### src/rtl/conv_encoder_punct_pkg.sv
// Shared types and constants for the 802.11a K=7 convolutional encoder.
// Puncturing to rates 2/3 and 3/4 is built only when CONV_PUNCTURE_EN is defined.
package conv_pkg;

    localparam int CONV_K = 7;
    localparam logic [CONV_K-1:0] CONV_G0 = 7'b1011011;
    localparam logic [CONV_K-1:0] CONV_G1 = 7'b1111001;

    typedef enum logic [1:0] {
        RATE_1_2 = 2'b00,
        RATE_2_3 = 2'b01,
        RATE_3_4 = 2'b10
    } rate_e;

    typedef enum logic [1:0] {
        ST_EMPTY  = 2'b00,
        ST_EMIT_A = 2'b01,
        ST_EMIT_B = 2'b10
    } state_e;

    // The unused code 11 falls back to the unpunctured rate.
    function automatic rate_e decode_rate(input logic [1:0] code);
        case (code)
            2'b01:   return RATE_2_3;
            2'b10:   return RATE_3_4;
            default: return RATE_1_2;
        endcase
    endfunction

    function automatic logic [1:0] group_size(input rate_e r);
        case (r)
            RATE_2_3: return 2'd2;
            RATE_3_4: return 2'd3;
            default:  return 2'd1;
        endcase
    endfunction

endpackage

### src/rtl/conv_encoder_punct_if.sv
// Serial bit-stream handshakes: uncoded input side and coded output side.
interface conv_encoder_punct_if;

    logic in_data;
    logic in_valid;
    logic in_ready;
    logic out_data;
    logic out_valid;
    logic out_ready;

    modport slave (
        input  in_data, in_valid, out_ready,
        output in_ready, out_data, out_valid
    );

    modport master (
        output in_data, in_valid, out_ready,
        input  in_ready, out_data, out_valid
    );

endinterface

### src/rtl/conv_encoder_punct_core.sv
// Combinational A/B generator outputs from the current bit and the past-bit register.
module conv_core
    import conv_pkg::*;
#(
    parameter int                        CONSTRAINT_LEN = CONV_K,
    parameter logic [CONSTRAINT_LEN-1:0] G0             = CONV_G0,
    parameter logic [CONSTRAINT_LEN-1:0] G1             = CONV_G1
) (
    input  logic                      bit_i,
    input  logic [CONSTRAINT_LEN-2:0] hist_i,
    output logic                      a_o,
    output logic                      b_o
);

    // hist_i MSB is the most recent past bit, so the window lines up with the tap masks.
    logic [CONSTRAINT_LEN-1:0] win;

    assign win = {bit_i, hist_i};
    assign a_o = ^(win & G0);
    assign b_o = ^(win & G1);

endmodule

### src/rtl/conv_encoder_punct.sv
// Rate-1/2 K=7 convolutional encoder with optional puncturing (CONV_PUNCTURE_EN) and one-bit output stream.
module conv_encoder_punct
    import conv_pkg::*;
#(
    parameter int                        CONSTRAINT_LEN = CONV_K,
    parameter logic [CONSTRAINT_LEN-1:0] G0             = CONV_G0,
    parameter logic [CONSTRAINT_LEN-1:0] G1             = CONV_G1
) (
    input  logic                      clk_i,
    input  logic                      rst_i,
    input  logic                      clear_i,
    input  logic [1:0]                rate_i,
    conv_encoder_punct_if.slave       strm
);

    localparam int SR_W = CONSTRAINT_LEN - 1;

    state_e            state_q, state_d;
    logic [SR_W-1:0]   sr_q, sr_d;
    logic              out_q, out_d;
    logic              b_q, b_d;
    logic              b_keep_q, b_keep_d;
    logic              coded_a, coded_b;
    logic              keep_a, keep_b;
    logic              one_pending, in_xfer, out_xfer;

    conv_core #(
        .CONSTRAINT_LEN (CONSTRAINT_LEN),
        .G0             (G0),
        .G1             (G1)
    ) u_core (
        .bit_i  (strm.in_data),
        .hist_i (sr_q),
        .a_o    (coded_a),
        .b_o    (coded_b)
    );

`ifdef CONV_PUNCTURE_EN
    rate_e       rate_q, rate_d;
    logic [1:0]  phase_q, phase_d;

    always_comb begin
        keep_a = 1'b1;
        keep_b = 1'b1;
        case (rate_q)
            RATE_2_3: if (phase_q == 2'd1) keep_b = 1'b0;
            RATE_3_4: begin
                if (phase_q == 2'd1)      keep_b = 1'b0;
                else if (phase_q == 2'd2) keep_a = 1'b0;
            end
            default: ;
        endcase
    end

    always_comb begin
        rate_d  = rate_q;
        phase_d = phase_q;
        if (clear_i) begin
            rate_d  = decode_rate(rate_i);
            phase_d = 2'd0;
        end else if (in_xfer) begin
            phase_d = (phase_q + 2'd1 == group_size(rate_q)) ? 2'd0 : phase_q + 2'd1;
        end
    end

    always_ff @(posedge clk_i) begin
        if (rst_i) begin
            rate_q  <= RATE_1_2;
            phase_q <= 2'd0;
        end else begin
            rate_q  <= rate_d;
            phase_q <= phase_d;
        end
    end
`else
    logic unused_rate;

    assign unused_rate = ^rate_i;
    assign keep_a      = 1'b1;
    assign keep_b      = 1'b1;
`endif

    // A new bit may enter only when at most the final pending bit leaves this cycle.
    assign one_pending   = (state_q == ST_EMIT_B) || ((state_q == ST_EMIT_A) && !b_keep_q);
    assign strm.in_ready = !rst_i && !clear_i &&
                           ((state_q == ST_EMPTY) || (one_pending && strm.out_ready));
    assign in_xfer       = strm.in_valid && strm.in_ready;
    assign out_xfer      = (state_q != ST_EMPTY) && strm.out_ready;
    assign strm.out_valid = (state_q != ST_EMPTY);
    assign strm.out_data  = out_q;

    always_comb begin
        state_d  = state_q;
        sr_d     = sr_q;
        out_d    = out_q;
        b_d      = b_q;
        b_keep_d = b_keep_q;
        if (clear_i) begin
            state_d  = ST_EMPTY;
            sr_d     = '0;
            out_d    = 1'b0;
            b_keep_d = 1'b0;
        end else if (in_xfer) begin
            sr_d = {strm.in_data, sr_q[SR_W-1:1]};
            if (keep_a) begin
                state_d  = ST_EMIT_A;
                out_d    = coded_a;
                b_d      = coded_b;
                b_keep_d = keep_b;
            end else begin
                state_d  = ST_EMIT_B;
                out_d    = coded_b;
                b_keep_d = 1'b0;
            end
        end else if (out_xfer) begin
            if ((state_q == ST_EMIT_A) && b_keep_q) begin
                state_d  = ST_EMIT_B;
                out_d    = b_q;
                b_keep_d = 1'b0;
            end else begin
                state_d  = ST_EMPTY;
            end
        end
    end

    always_ff @(posedge clk_i) begin
        if (rst_i) begin
            state_q  <= ST_EMPTY;
            sr_q     <= '0;
            out_q    <= 1'b0;
            b_q      <= 1'b0;
            b_keep_q <= 1'b0;
        end else begin
            state_q  <= state_d;
            sr_q     <= sr_d;
            out_q    <= out_d;
            b_q      <= b_d;
            b_keep_q <= b_keep_d;
        end
    end

endmodule

### src/flat_wrapper.sv
// flat-port wrapper written by rule: the top's interface ports become plain ports
module conv_encoder_punct_flat import conv_pkg::*;
#(
    parameter int                        CONSTRAINT_LEN = CONV_K,
    parameter logic [CONSTRAINT_LEN-1:0] G0             = CONV_G0,
    parameter logic [CONSTRAINT_LEN-1:0] G1             = CONV_G1
)
  (clk_i, rst_i, clear_i, rate_i, strm_in_data, strm_in_valid, strm_out_ready, strm_in_ready, strm_out_data, strm_out_valid);
  conv_encoder_punct_if strm_i ();
  input  logic clk_i;
  input  logic rst_i;
  input  logic clear_i;
  input  logic [1:0] rate_i;
  input wire logic [$bits(strm_i.in_data)-1:0] strm_in_data;
  input wire logic [$bits(strm_i.in_valid)-1:0] strm_in_valid;
  input wire logic [$bits(strm_i.out_ready)-1:0] strm_out_ready;
  output wire logic [$bits(strm_i.in_ready)-1:0] strm_in_ready;
  output wire logic [$bits(strm_i.out_data)-1:0] strm_out_data;
  output wire logic [$bits(strm_i.out_valid)-1:0] strm_out_valid;
  assign strm_i.in_data = strm_in_data;
  assign strm_i.in_valid = strm_in_valid;
  assign strm_i.out_ready = strm_out_ready;
  assign strm_in_ready = strm_i.in_ready;
  assign strm_out_data = strm_i.out_data;
  assign strm_out_valid = strm_i.out_valid;
  conv_encoder_punct #(.CONSTRAINT_LEN(CONSTRAINT_LEN), .G0(G0), .G1(G1)) u_core (.clk_i(clk_i), .rst_i(rst_i), .clear_i(clear_i), .rate_i(rate_i), .strm(strm_i));
endmodule
### config.mk
export PLATFORM = sky130hd
export DESIGN_NAME = conv_encoder_punct_flat
export DESIGN_NICKNAME = d
export VERILOG_FILES = /design/src/rtl/conv_encoder_punct_pkg.sv /design/src/rtl/conv_encoder_punct_if.sv /design/src/rtl/conv_encoder_punct_core.sv /design/src/rtl/conv_encoder_punct.sv /design/src/flat_wrapper.sv
export SDC_FILE = /design/constraint.sdc
export NUM_CORES = 1
export LEC_CHECK = 0
export ABC_AREA = 1
export CAP_MARGIN = 20
export CORE_AREA = 2 2 39 41
export DETAILED_ROUTE_END_ITERATION = 8
export DIE_AREA = 0 0 41 43
export HOLD_SLACK_MARGIN = 0.1
export PLACE_DENSITY_LB_ADDON = 0.15
export SYNTH_ARGS = -nofsm -noshare
export SYNTH_HDL_FRONTEND = slang
export SYNTH_SLANG_ARGS = --single-unit
### constraint.sdc
create_clock -name clk_i -period 1.7 [get_ports clk_i]
set_input_delay 0.34 -clock clk_i [delete_from_list [all_inputs] [get_ports clk_i]]
set_output_delay 0.34 -clock clk_i [all_outputs]
set_load 0.1 [all_outputs]
==> key figures <==
Critical path
  • Worst Setup Start Kind: input pin
  • Worst path bufs/invs: 2
  • R2R Path Start: u_core.state_q[0]
  • Required time of the critical path: 1.36 ns
  • Critical path's top delay family: buffers and inverters
  • Worst setup EP type: primary output
  • Crit path max-delay cell type: clkdlybuf4s50_1
  • Critical-path cell list: clkdlybuf4s50_1 -> nor2_2 -> nor2_4 -> buf_12
  • Reg2Reg Setup Slack: 0.34 ns
  • Crit path DAT: 1.29 ns
  • WS Path Type: in2out
  • CP Max Fanout: 3
  • Crit path largest cell delay: 0.46 ns
  • Reg2Reg Depth: 7
  • Worst reg2reg path endpoint: u_core.b_q

Pwr
  • NetSw: 137 µW
  • Combinational power share: 14.7%
  • Sequential power share: 50.2%
  • Power Internal: 385 µW
  • Final total power: 523 µW
  • Sw Share: 26.3%
  • Clock share of power: 35.1%
  • Pwr Density: 686 nW/µm²
  • Leak Pwr: 0.000301 µW
  • Peak supply drop: 0.000398 V

GRT
  • Vias in the first global route: 500
  • Initial antenna violation count: 0
  • Largest net degree at the start of global routing: 11
  • First-pass GRT wire length: 1.86 mm
  • Total gr overflow: 0
  • Total global-route track usage: 15.8%

Synth
  • Distinct cells, synth: 15
  • Area leader, netlist: dfxtp_1
  • Synth top area share: 39.5%
  • Syn_nets: 93
  • Register area share after synthesis: 39.5%
  • Mapped cell area: 558 µm²
  • YS warnings: 0
  • Syn Inst Count: 85
  • Synth area leaders: dfxtp_1, nand2_1, a21oi_1
  • Yosys reg bits: 11
  • Syn Area/Cell: 6.57 µm²

Layout
  • Antenna cell count: 0
  • Layout Nets: 111
  • Layout cells sized above 1: 17.6%
  • Post-route cell area: 762 µm²
  • FILL cells: 137
  • Area delta synth->final: 36.5%

Placement
  • Placed instance area: 716 µm²
  • GPL Wtd Cong: 0.801
  • PortBufs: 8
  • Detailed placer's ending HPWL: 804 µm

Worst hold path
  • WHS Path Cells: 2
  • Worst min-delay path class: reg2reg
  • Hold endpoint: u_core.sr_q[1]
  • Hold_sp: u_core.sr_q[2]

STA
  • RSZ-0062 raised after global routing: false
  • Worst slew margin relative to its limit: 81.5%
  • Total negative slack: 0 ns
  • Clock Skews: 0.00498 ns
  • Fin crit period: 1.63 ns
  • Slew Viols, Final: 0
  • Final Setup Violations: 0
  • Final Hold Vio Count: 0
  • Period Utilization, post-route: 96.0%
  • Peak Freq: 613 MHz
  • Worst-margin pin slew: 0.276 ns

Floorplanning
  • Die H: 43 µm
  • Die width: 41 µm
  • Die area: 1760 µm²
  • Row count: 14
  • Core Footprint: 1380 µm²
  • Initial core utilization: 40.3%
  • # IOs: 11

Detailed routing
  • Final ANT Viol Nets: 0
  • Via density: 4.73
  • WL/cell: 8.99 µm
  • Drt pass-1 iters: 3
  • DRC viols: 0
  • Vias: 558
  • Initial drt markers: 7
  • Final WL: 1.06 mm

Clocking
  • CTS Buf Count: 3
  • CTS Root Cell: clkbuf_4
  • Hold buffer count at CTS: 0
  • Clock Path Buffers: 2
  • Clk Latency, worst-skew pair: 0.28 ns
  • Clock transition at path regs: 0.07 ns
  • CTS tree: yes
  • CTS sink count: 11
  • H-tree depth: 1

Job
  • Max-Cap Viols: 0

Outcome
  • Status: completed
==> per-stage QoR <==
step                      setup slack [ns]  hold WS (ns)  cells  utilization (%)
after detailed placement           -0.0442         0.453    112             51.7
after global placement             -0.0252         0.448    112             51.7
after CTS                           0.0166         0.464    118             54.9
final                               0.0682         0.463    118             55.1
after global routing                0.0182         0.498    118             55.1
after floorplan                     0.0224         0.439     85                -
==> logic make-up after synthesis <==
group	after synthesis	synth area share, %
AND/OR/NAND/NOR	50	41.7
buffers and inverters	12	8.07
flip-flops	11	39.5
AO/OA/AOI/OAI	12	10.8
==> metal layers <==
metal	part of all wire (%)	up-vias	track usage, %
li1	-	301	-
met1	44	246	18.6
met2	49	9	23.8
met3	5.0	2	4.71
met4	1.6	0	10.0
met5	0	-	0
==> layout by cell type (no fill, tap or decap), types with 3 or more instances in the layout <==
master	netlist	final
nand2_1	34	34
a21oi_1	11	11
buf_4	0	5
nor2_2	3	3
nand3_1	6	6
inv_1	11	11
clkbuf_4	0	3
clkdlybuf4s50_1	0	4
dfxtp_1	11	11
buf_12	0	3
==> how the worst max path moves through the flow <==
stage | endpoint | slack [ns] | cells past startpoint | start
3_3_place_gp | strm_in_ready | -0.03 | 5 | rst_i
6_report | strm_in_ready | 0.07 | 4 | strm_out_ready
5_1_grt | strm_in_ready | 0.02 | 5 | clear_i
3_5_place_dp | strm_in_ready | -0.04 | 5 | rst_i
2_1_floorplan | u_core.b_q | 0.02 | 6 | clear_i
4_1_cts | strm_in_ready | 0.02 | 5 | rst_i
==> flip-flops by register name, summed over array words and instances (netlist names) <==
register and cells:
u_core.b_q 1, u_core.b_keep_q 1, u_core.state_q 2, u_core.sr_q 6, u_core.strm.out_data 1
==> layout make-up <==
| cell class | count | area [µm²] | area share [%] |
|---|---|---|---|
| multi-input cells | 62 | 300 | 39.4 |
| flip-flops and latches | 11 | 220 | 28.9 |
| repair buffers | 13 | 150 | 19.7 |
| inverters | 12 | 45.0 | 5.91 |
| clock buffers | 4 | 26.3 | 3.45 |
| well taps | 16 | 20.0 | 2.63 |
==> synthesized netlist by cell type, drive strengths merged <==
cell / count
nor2: 4
nand2: 35
o21ai: 1
nand4: 1
dfxtp: 11
nand3b: 1
nor3: 1
and2: 1
clkinv: 1
nand3: 7
a21oi: 11
inv: 11
==> repair_timing <==
action                     CTS  global route
setup endpoints to repair    1             1
gates resized for setup      1             1
pin swaps                    1             3
buffers inserted             2             0
==> power groups by stage <==
stage / Clock (µW) / Sequential (µW) / Combinational, µW
final: 184 / 262 / 76.8
after global routing: 201 / 263 / 83.4
after CTS: 188 / 262 / 78.5
after detailed placement: 0 / 268 / 73.5
after global placement: 0 / 268 / 73.0
after floorplan: 0 / 270 / 38.1
==> worst register-to-register path, cell delays in order, from the launching register on <==
cell and delay [ns]:
dfxtp_1 0.41, nor2_2 0.07, nor2_2 0.20, nor2_4 0.08, buf_4 0.14, nand2_2 0.16
a21oi_1 0.08, and2_1 0.13
(Power assumes the default switching activity.)
